==> src/rtl/rdcla_arbiter.sv <==
// rtl/rdcla_arbiter.sv - two-requester round-robin arbiter in front of a shared pipelined 32-bit adder
//
// Ports:
//   clk, rst                 clock, asynchronous active-high reset
//   reqN_valid/ready         request handshake (N = 0, 1); ready is combinational
//   reqN_a, reqN_b, reqN_sub operands and op (0 = a+b, 1 = a-b)
//   add_a, add_b, add_cin    registered operands to the external adder
//   add_sum, add_cout        adder result, LATENCY edges after operands change
//   respN_valid/sum/cout     one-cycle response pulse with held result data
//   idle                     high when no operation is outstanding for either requester
module rdcla_arbiter #(
  parameter int LATENCY = 6,
  parameter int MAX_OUT = 4
) (
  input  logic        clk,
  input  logic        rst,
  input  logic        req0_valid,
  output logic        req0_ready,
  input  logic [31:0] req0_a,
  input  logic [31:0] req0_b,
  input  logic        req0_sub,
  input  logic        req1_valid,
  output logic        req1_ready,
  input  logic [31:0] req1_a,
  input  logic [31:0] req1_b,
  input  logic        req1_sub,
  output logic [31:0] add_a,
  output logic [31:0] add_b,
  output logic        add_cin,
  input  logic [31:0] add_sum,
  input  logic        add_cout,
  output logic        resp0_valid,
  output logic [31:0] resp0_sum,
  output logic        resp0_cout,
  output logic        resp1_valid,
  output logic [31:0] resp1_sum,
  output logic        resp1_cout,
  output logic        idle
);

  localparam int CW = 4;

  logic [CW-1:0]  cnt0;
  logic [CW-1:0]  cnt1;
  logic           last_grant;
  logic [LATENCY:0] tag_v;
  logic [LATENCY:0] tag_id;

  logic        elig0, elig1;
  logic        want0, want1;
  logic        grant0, grant1;
  logic        acc0, acc1, acc;
  logic [31:0] sel_a, sel_b;
  logic        sel_sub;
  logic        resp_hit, resp_id;
  logic        dec0, dec1;

  always_comb begin
    elig0  = cnt0 < CW'(MAX_OUT);
    elig1  = cnt1 < CW'(MAX_OUT);
    want0  = req0_valid & elig0;
    want1  = req1_valid & elig1;
    // Contention goes to whoever did not win the previous acceptance.
    grant0 = want0 & (~want1 | last_grant);
    grant1 = want1 & (~want0 | ~last_grant);
    req0_ready = grant0 & ~rst;
    req1_ready = grant1 & ~rst;
    acc0   = req0_valid & req0_ready;
    acc1   = req1_valid & req1_ready;
    acc    = acc0 | acc1;
    sel_a   = acc1 ? req1_a   : req0_a;
    sel_b   = acc1 ? req1_b   : req0_b;
    sel_sub = acc1 ? req1_sub : req0_sub;
    // The tag at the deepest stage lines up with the adder output of that op.
    resp_hit = tag_v[LATENCY];
    resp_id  = tag_id[LATENCY];
    dec0 = resp_hit & ~resp_id;
    dec1 = resp_hit & resp_id;
    idle = (cnt0 == '0) && (cnt1 == '0);
  end

  always_ff @(posedge clk or posedge rst) begin
    if (rst) begin
      add_a       <= '0;
      add_b       <= '0;
      add_cin     <= 1'b0;
      last_grant  <= 1'b1;
      tag_v       <= '0;
      tag_id      <= '0;
      cnt0        <= '0;
      cnt1        <= '0;
      resp0_valid <= 1'b0;
      resp0_sum   <= '0;
      resp0_cout  <= 1'b0;
      resp1_valid <= 1'b0;
      resp1_sum   <= '0;
      resp1_cout  <= 1'b0;
    end else begin
      if (acc) begin
        add_a      <= sel_a;
        // Subtraction as a + ~b + 1, so cout = 1 means no borrow.
        add_b      <= sel_sub ? ~sel_b : sel_b;
        add_cin    <= sel_sub;
        last_grant <= acc1;
      end
      tag_v  <= {tag_v[LATENCY-1:0], acc};
      tag_id <= {tag_id[LATENCY-1:0], acc1};

      resp0_valid <= dec0;
      resp1_valid <= dec1;
      if (dec0) begin
        resp0_sum  <= add_sum;
        resp0_cout <= add_cout;
      end
      if (dec1) begin
        resp1_sum  <= add_sum;
        resp1_cout <= add_cout;
      end

      cnt0 <= cnt0 + CW'(acc0) - CW'(dec0);
      cnt1 <= cnt1 + CW'(acc1) - CW'(dec1);
    end
  end

endmodule

==> config.mk <==
export PLATFORM = sky130hd
export DESIGN_NAME = rdcla_arbiter
export DESIGN_NICKNAME = d
export VERILOG_FILES = /design/src/rtl/rdcla_arbiter.sv
export SDC_FILE = /design/constraint.sdc
export NUM_CORES = 1
export LEC_CHECK = 0
export CORE_AREA = 2 2 145 133
export CTS_BUF_LIST = sky130_fd_sc_hd__clkbuf_16
export DETAILED_ROUTE_END_ITERATION = 10
export DIE_AREA = 0 0 147 135
export DONT_BUFFER_PORTS = 1
export PLACE_DENSITY = 0.5
export SYNTH_ARGS = -nofsm -noshare
export SYNTH_HDL_FRONTEND = slang
export SYNTH_SLANG_ARGS = --single-unit
==> constraint.sdc <==
create_clock -name clk -period 6.2 [get_ports clk]
set_input_delay 0.31 -clock clk [delete_from_list [all_inputs] [get_ports clk]]
set_output_delay 0.31 -clock clk [all_outputs]
set_load 0.03 [all_outputs]
-- After elaboration in Yosys (flattened, before gate mapping)
Cells that the tools add are included.
- register bits after elaboration: 156
- bits in latches: 0
- memory bits (writable): 0
- memory bits (read-only): 0
- output and inout bits: 136
- logic and storage cells: 46
- memories kept: 0
- add/sub/neg operators: 4
- multipliers: 0
- divide/modulo/power cells: 0
- $lt $le $gt $ge: 2
- equality and inequality tests: 0
- shift operators: 0
- multiplexer cells: 4
- bitwise logic cells: 19
- reduce and logical (&&, ||, !) cells: 3
- operators by type and width (operator ; count):
    2-to-1 mux 32 bit ; 3
    inverter 32 bit ; 1
    bitwise AND 1 bit ; 10
    adder 4 x 1 -> 4 bit ; 2
    zero test 4 bit ; 2
    < comparator 4 x 3 -> 1 bit, second input constant ; 2
    subtractor 4 x 1 -> 4 bit ; 2
    inverter 1 bit ; 5
    OR 1 bit ; 3
    logical AND 1 bit ; 1
    2-to-1 mux 1 bit ; 1

-- Logic depth before layout (Yosys ltp)
Gate-level depths: netlist of run 1.
- word-level depth: 10
- gate-level depth with buffers: 11

-- Worst setup path before layout of run 1
Ideal clock, no wire load.
- kind: in2reg
- from: in rst
- to: reg cnt0[2]
- library setup time: 123 ps
- arrival: 5847 ps
- data required time: 6077 ps
- setup slack: 230 ps
- stages: 9
- path through: buf_2 > inv_1 > o2111ai_2 > clkbuf_1 > ha_1 > inv_1 > ha_1 > fa_1 > xor2_1
- word-level cells in the longest chain between the ends: 5
- RTL lines (item ; line ; source):
    start: declaration ; 16 ; input logic rst,
    inverter 1 bit ; 66 ; req0_ready = grant0 & ~rst;
    bitwise AND 1 bit ; 66 ;
    bitwise AND 1 bit ; 68 ; acc0 = req0_valid & req0_ready;
    adder 4 x 1 -> 4 bit ; 120 ; cnt0 <= cnt0 + CW'(acc0) - CW'(dec0);
    subtractor 4 x 1 -> 4 bit ; 120 ;
    end signal: assignment ; 120 ;
    end: declaration ; 43 ; logic [CW-1:0] cnt0;
Every way passes these cells.
A chain may end at the register's enable or synchronous reset.

-- Worst setup path after layout of run 1
- from: in rst
- to: out req0_ready
- word-level cells in the longest chain between the ends: 2
- RTL lines (item ; line ; source):
    inverter 1 bit ; 66 ;
    bitwise AND 1 bit ; 66 ;
    end: declaration ; 18 ; output logic req0_ready,
Every way passes these cells.

==> impl_metrics.py, run 1 <==
metrics = {
    "power_and_ir_drop": {
        "p_leak_nw": 3.53,
        "power.total_mw": 2.08,
        "ir_drop_uv": 141,
        "powerDensity_nw_per_um2": 265,
    },
    "worst_setup_path": {
        "start_kind": "input port",
        "timing.critical_path.from": "rst",
        "critical_path_class": "input port to primary output",
        "worstPathArrival_ns": 2.42,
        "crit_path_end_kind": "primary output",
        "r2r_cells": 6,
        "required_ns": 5.89,
        "regToRegSetupSlack_ns": 3.47,
        "r2r_start": "cnt1[2]$_DFF_PP0_",
        "reg2reg_to": "add_a[20]$_DFFE_PP0P_",
        "crit_fanout": 91,
    },
    "logic_synthesis": {
        "synth_ff_type": "dfrtp_1",
        "async_flop_share": 1.00,
        "syn_area_sq_um": 7190,
        "syn_avg_cell_area_sq_um": 12.2,
        "synth_commonest_cells": "155 x dfrtp_1, 67 x xor2_1, 66 x mux2_2",
        "yosysSeqAreaShare": 0.543,
        "netlist.top_cell.by_area": "dfrtp_1",
        "yosys_warnings": 0,
        "synth.most_common_cell": "dfrtp_1",
        "synth_top_area_share": 0.539,
        "synthTopCellsByArea": "dfrtp_1 54%, mux2_2 10%, xor2_1 8.2%",
        "synth-edff-count": 0,
        "ys_types": 35,
        "synthCells": 589,
        "ys_ff_latch": 156,
        "syn_nets": 767,
    },
    "route": {
        "dr.pass1.iters": 5,
        "routed_wirelength_microns": 17800,
        "drt-initial-drc-count": 235,
        "num_vias": 4659,
        "drc": 0,
        "wl_per_cell_microns": 21.7,
        "final_antenna_net_count": 0,
        "vias_per_cell": 5.67,
    },
    "sta": {
        "hold_viol_final": 0,
        "clock_skew_ns": 0.0102,
        "tns_ns": 0,
        "fmax_mhz": 366,
        "relSlewSlack": 0.142,
        "tightest_slew_ns": 1.29,
        "min_period_ns": 2.73,
        "finalMaxSlewViolations": 0,
        "fin_crit_sh": 0.441,
        "setup_viol": 0,
        "rsz0062_at_grt": "no",
    },
    "status": {
        "outcome": "finished clean",
    },
    "die": {
        "die_width_microns": 147,
        "die-area_sq_um": 19800,
        "coreArea_sq_um": 18200,
        "io_pins": 303,
        "dieHeight_microns": 135,
        "row_count": 47,
        "initial_core_util": 0.395,
    },
    "clock_network": {
        "cts_tree": "built",
        "cts_buffers": 17,
        "clock_path_buffers": 2,
        "htree_levels": 4,
        "clock_sinks": 156,
        "clk_pin_slew_ns": 0.07,
        "clk_latency_ns": 0.42,
        "post-cts-setup-buffer-count": 0,
        "cts_root_buf": "clkbuf_16",
    },
    "grt": {
        "grt.total_usage": 0.178,
        "grt_pass1_vias": 4784,
        "gr-total-overflow": 0,
        "grt_max_degree": 92,
        "antenna_found_initial": 1,
        "grt_pass1_wl_microns": 27300,
    },
    "job": {
        "max-cap-violations": 0,
    },
    "hold_path": {
        "whs_path_depth": 1,
        "min_path_type": "input port to flip-flop",
        "min_from": "add_sum[23]",
        "min_to": "resp1_sum[23]$_DFFE_PP0P_",
    },
    "placement": {
        "portBuffers": 0,
        "gp_congestion": 0.836,
        "placed_cell_area_sq_um": 7290,
        "dp_hpwl_microns": 12200,
    },
    "final_layout": {
        "fin_util": 0.430,
        "drive_gt1_frac": 0.201,
        "ff_latch_area_sq_um": 3910,
        "syn_to_final_growth_pct": 8.99,
        "final_nets": 741,
        "multiInputGateArea_sq_um": 2960,
        "fill_cells": 1681,
        "fin_area_sq_um": 7840,
    },
}
## layout by cell type (no fill, tap or decap), types with 2 or more instances in the layout
cell          n
o221a_2       4
xnor2_1       2
xor2_1       67
a21oi_1      34
buf_4         7
dfrtp_1     155
nand3_1       2
clkinvlp_4    4
clkinv_4      4
a21o_1        2
nand2_1       6
ha_1          9
fa_1          2
inv_6         4
or3_1        32
o31ai_1      32
clkinv_1      2
clkbuf_16    17
nor3_1       32
o221a_1      28
inv_1        13
o21ai_0      34
mux2_2       66
## where the power goes
part	switching, mW	internal [mW]
Sequential	0.0242	1.03
Clock	0.437	0.516
Combinational	0.0414	0.0305
Total	0.502	1.57
## timing repair
action | in CTS | in global routing
hold buffers | 1 | 0
hold endpoints to repair | 88 | 0
gates resized for setup | 0 | 0
## cell type report
cell class / instances / area share
sequential: 156 / 0.498
multi-input combinational: 364 / 0.377
tap: 245 / 0.0391
antenna: 1 / 0.000319
clock buffer: 17 / 0.0543
timing repair buffer: 8 / 0.00798
clock inverter: 15 / 0.0147
inverter: 16 / 0.00862
## metrics by stage
| stage | cells | setup WS (ns) | hold WS [ns] |
|---|---|---|---|
| after floorplan | 589 | 0.230 | 0.331 |
| after global placement | 788 | 3.50 | 0.335 |
| after detailed placement | 788 | 3.48 | 0.337 |
| after CTS | 821 | 3.36 | 0.0150 |
| after global routing | 822 | 3.21 | 0.0134 |
| final | 822 | 3.47 | 0.0378 |
## registers in the layout (all words and copies together), names as in the netlist, 4 cells and up
name,flops
cnt1,4
cnt0,4
tag_id,7
add_b,32
resp1_sum,32
add_a,32
tag_v,7
resp0_sum,32
## worst max-delay path: stages
cell and delay, ns:
dlygate4sd3_1 0.62, inv_6 0.63, o2111ai_2 0.25, buf_4 0.33
inv_1 0.27
## logic make-up (layout without fill, tap and decap cells)
| logic type | Yosys count | count (layout) | share of synthesized area |
|---|---|---|---|
| flip-flops | 156 | 156 | 0.543 |
| multiplexers | 66 | 66 | 0.103 |
| AND/OR/NAND/NOR | 80 | 80 | 0.0621 |
| adder cells (fa/ha/maj) | 11 | 11 | 0.0212 |
| XOR/XNOR | 69 | 69 | 0.0840 |
| buffers and inverters | 69 | 56 | 0.0475 |
| AO/OA/AOI/OAI | 138 | 138 | 0.139 |
| other | 0 | 1 | 0 |
## layer usage
metal | GRT usage | vias to the layer above | routed length (microns)
met5 | 0 | - | 0
met4 | 0.0737 | 0 | 460
met3 | 0.0716 | 37 | 1760
met2 | 0.284 | 220 | 8570
met1 | 0.215 | 2332 | 7050
li1 | - | 2070 | -
## how the worst max path moves through the flow
stage | end | slack [ns] | cells after the start
after floorplan | cnt0[2]$_DFF_PP0_ | 0.23 | 9
after global placement | add_a[30]$_DFFE_PP0P_ | 3.50 | 6
after detailed placement | add_a[28]$_DFFE_PP0P_ | 3.48 | 6
after CTS | req0_ready | 3.36 | 5
after global routing | add_a[27]$_DFFE_PP0P_ | 3.21 | 6
final | req0_ready | 3.47 | 5
Power figures use the tool's default switching activity.
==> inputs of run 2 (changes only) <==
--- a/config.mk
+++ b/config.mk
@@ -5,10 +5,11 @@
 export SDC_FILE = /design/constraint.sdc
 export NUM_CORES = 1
 export LEC_CHECK = 0
-export CORE_AREA = 2 2 145 133
+export ABC_AREA = 1
+export CORE_AREA = 2 2 148 136
 export CTS_BUF_LIST = sky130_fd_sc_hd__clkbuf_16
 export DETAILED_ROUTE_END_ITERATION = 10
-export DIE_AREA = 0 0 147 135
+export DIE_AREA = 0 0 150 138
 export DONT_BUFFER_PORTS = 1
 export PLACE_DENSITY = 0.5
 export SYNTH_ARGS = -nofsm -noshare
==> constraint.sdc (replaced) <==
create_clock -name clk -period 2.6 [get_ports clk]
set_input_delay 0.13 -clock clk [delete_from_list [all_inputs] [get_ports clk]]
set_output_delay 0.13 -clock clk [all_outputs]
set_load 0.03 [all_outputs]
==> run 2 against run 1 <==
Largest power group is now the clock network. First-iteration DRC count increased by 41%. Worst setup slack worse by 3.3 ns. Synthesized area rose by 4.6%. Non-clock buffer count is 148 higher. Final area rose by 23%. Register-to-register slack worse by 3.3 ns.
==> impl_metrics.py, run 2 <==
metrics = {
    "status": {
        "outcome": "finished clean",
    },
    "placement": {
        "pre_cts_ws_ns": 0.432,
        "dp_hpwl_microns": 13200,
        "gp_congestion": 0.786,
        "portBuffers": 0,
    },
    "worst_setup_path": {
        "cp_slowest_stage_delay_ns": 0.55,
        "r2r_cells": 11,
        "path_buf_inv": 5,
        "crit_path_end_kind": "flip-flop",
        "crit_fanout": 41,
        "critical_path_class": "flip-flop to flip-flop",
        "worstPathArrival_ns": 2.76,
        "critPathTopFamily": "buffers and inverters",
        "cp.depth": 11,
        "start_kind": "flip-flop",
        "crit_chain": "inv_1, ha_1, nand2_1, nor2_4, buf_6, nor2_4, inv_2, buf_8, o22ai_1, nor2_1, dlygate4sd3_1",
        "slowest_stage": "dlygate4sd3_1",
        "required_ns": 2.96,
        "worst_path_most_repeated_cell": "nor2_4",
    },
    "final_layout": {
        "insertedDiodeCount": 0,
        "most-common-layout-cells": "333 x nand2_1, 155 x dfrtp_1, 137 x dlygate4sd3_1",
        "final_nets": 1236,
        "fin_util": 0.499,
        "syn_to_final_growth_pct": 28.6,
        "drive_gt1_frac": 0.0579,
        "final_common_cell": "nand2_1",
    },
    "sta": {
        "min_period_ns": 2.40,
        "clock_skew_ns": 0.0103,
        "finalMaxSlewViolations": 0,
        "setup_ws_ns": 0.197,
        "hold_viol_final": 0,
        "whs_ns": 0.0124,
        "rsz0062_at_grt": "no",
        "tns_ns": 0,
        "fmax_mhz": 416,
        "relSlewSlack": 0.421,
        "tightest_slew_ns": 0.867,
        "setup_viol": 0,
        "fin_crit_sh": 0.924,
    },
    "power_and_ir_drop": {
        "combPwrFrac": 0.067,
        "p_leak_nw": 5.18,
        "ir_drop_uv": 426,
        "power_frac_seq": 0.463,
        "cellInternalPower_mw": 3.97,
        "powerDensity_nw_per_um2": 542,
        "power.total_mw": 5.24,
        "sw_frac_of_total": 0.243,
        "clock_power_share": 0.470,
        "p_switching_mw": 1.27,
    },
    "logic_synthesis": {
        "synth.most_common_cell": "nand2_1",
        "syn_area_sq_um": 7520,
        "synth_ff_type": "dfrtp_1",
        "syn_nets": 1122,
        "syn_avg_cell_area_sq_um": 7.97,
        "synthTopCellsByArea": "dfrtp_1 52%, nand2_1 17%, nand3_1 5.6%",
        "ys_ff_latch": 156,
        "synth_commonest_cells": "334 x nand2_1, 155 x dfrtp_1, 99 x inv_1",
        "ys_types": 26,
        "synth_top_area_share": 0.515,
        "yosysSeqAreaShare": 0.519,
        "yosys_warnings": 0,
        "synthCells": 944,
        "async_flop_share": 1.00,
        "synth-edff-count": 0,
        "netlist.top_cell.by_area": "dfrtp_1",
    },
    "route": {
        "num_vias": 6569,
        "routed_wirelength_microns": 21600,
        "final_antenna_net_count": 0,
        "wl_per_cell_microns": 16.3,
        "drc": 0,
        "dr.pass1.iters": 5,
        "vias_per_cell": 4.95,
        "drt-initial-drc-count": 332,
    },
    "clock_network": {
        "clock_path_buffers": 2,
        "cts_tree": "built",
        "htree_levels": 4,
        "post-cts-setup-buffer-count": 0,
        "clk_pin_slew_ns": 0.07,
        "cts_buffers": 17,
        "cts_root_buf": "clkbuf_16",
        "clk_latency_ns": 0.42,
        "clock_sinks": 156,
    },
    "hold_path": {
        "whs_path_depth": 6,
        "min_path_type": "input port to flip-flop",
    },
    "die": {
        "row_count": 49,
        "io_pins": 303,
        "initial_core_util": 0.388,
        "die_width_microns": 150,
        "coreArea_sq_um": 19400,
        "dieHeight_microns": 138,
        "die-area_sq_um": 20700,
    },
    "grt": {
        "antenna_found_initial": 0,
        "grt_pass1_vias": 6667,
        "grt.total_usage": 0.213,
        "gr-total-overflow": 0,
        "grt_pass1_wl_microns": 35200,
        "grt_max_degree": 68,
    },
    "job": {
        "max-cap-violations": 0,
    },
}
run 2: timing repair:
item,4_1_cts,5_1_grt
endpoints found under the hold margin,161,0
hold buffers,137,0
setup endpoints to repair,0,10
gates resized for setup,0,4
run 2: cell type report:
| cell class | count | area, sq um |
|---|---|---|
| Fill cell | 1886 | 9700 |
| Sequential cell | 156 | 3910 |
| Multi-Input combinational cell | 626 | 2900 |
| Timing Repair Buffer | 156 | 1590 |
| Clock buffer | 17 | 425 |
| Inverter | 101 | 383 |
| Tap cell | 255 | 319 |
| Clock inverter | 15 | 154 |
run 2: path summary, 6_finish.rpt:
path,startpoint,endpoint,slack [ns]
setup / recovery,cnt1[2]$_DFF_PP0_,add_a[0]$_DFFE_PP0P_,0.20
hold / removal,req0_b[8],add_b[8]$_DFFE_PP0P_,0.01
setup reg to reg,cnt1[2]$_DFF_PP0_,add_a[0]$_DFFE_PP0P_,0.20
hold reg to reg,tag_v[3]$_DFF_PP0_,tag_v[4]$_DFF_PP0_,0.35
max in group asynchronous,rst,resp1_sum[10]$_DFFE_PP0P_,1.50
min in group asynchronous,rst,add_a[3]$_DFFE_PP0P_,0.37
run 2: per-stage QoR:
| stage | cells | area (sq um) |
|---|---|---|
| after detailed placement | 1157 | 7710 |
| after global routing | 1326 | 9680 |
| after global placement | 1157 | 7710 |
| after floorplan | 944 | 7530 |
| final | 1326 | 9680 |
| after CTS | 1326 | 9670 |
run 2: power groups by stage:
stage | sequential [mW] | combinational [mW] | clock (mW)
2_1_floorplan | 2.47 | 0.143 | 0
3_3_place_gp | 2.47 | 0.192 | 0
3_5_place_dp | 2.47 | 0.192 | 0
4_1_cts | 2.43 | 0.352 | 2.54
5_1_grt | 2.42 | 0.393 | 2.65
6_report | 2.43 | 0.350 | 2.47
run 2: kinds of logic (layout without fill, tap and decap cells):
group,Yosys count,count (layout),synth area share
adder cells (fa/ha/maj),11,11,0.0203
buffers and inverters,162,289,0.0974
AO/OA/AOI/OAI,102,102,0.0732
AND/OR/NAND/NOR,509,509,0.286
flip-flops,156,156,0.519
XOR/XNOR,4,4,0.00466
run 2: layer usage:
layer | vias up | global-route usage | share of wire
met2 | 282 | 0.338 | 0.45
met1 | 3035 | 0.258 | 0.41
met5 | - | 0 | 0
met4 | 0 | 0.0785 | 0.024
li1 | 3214 | - | -
met3 | 38 | 0.0891 | 0.11
run 2: worst register-to-register path, delay by kind of cell, from the launching register on:
kind | cells | cell delay [ns]
AOI/OAI and AO/OA | 1 | 0.13
buffers and inverters | 5 | 1.21
and+or+nand+nor | 4 | 0.43
DFF | 1 | 0.36
adders and majority gates | 1 | 0.20
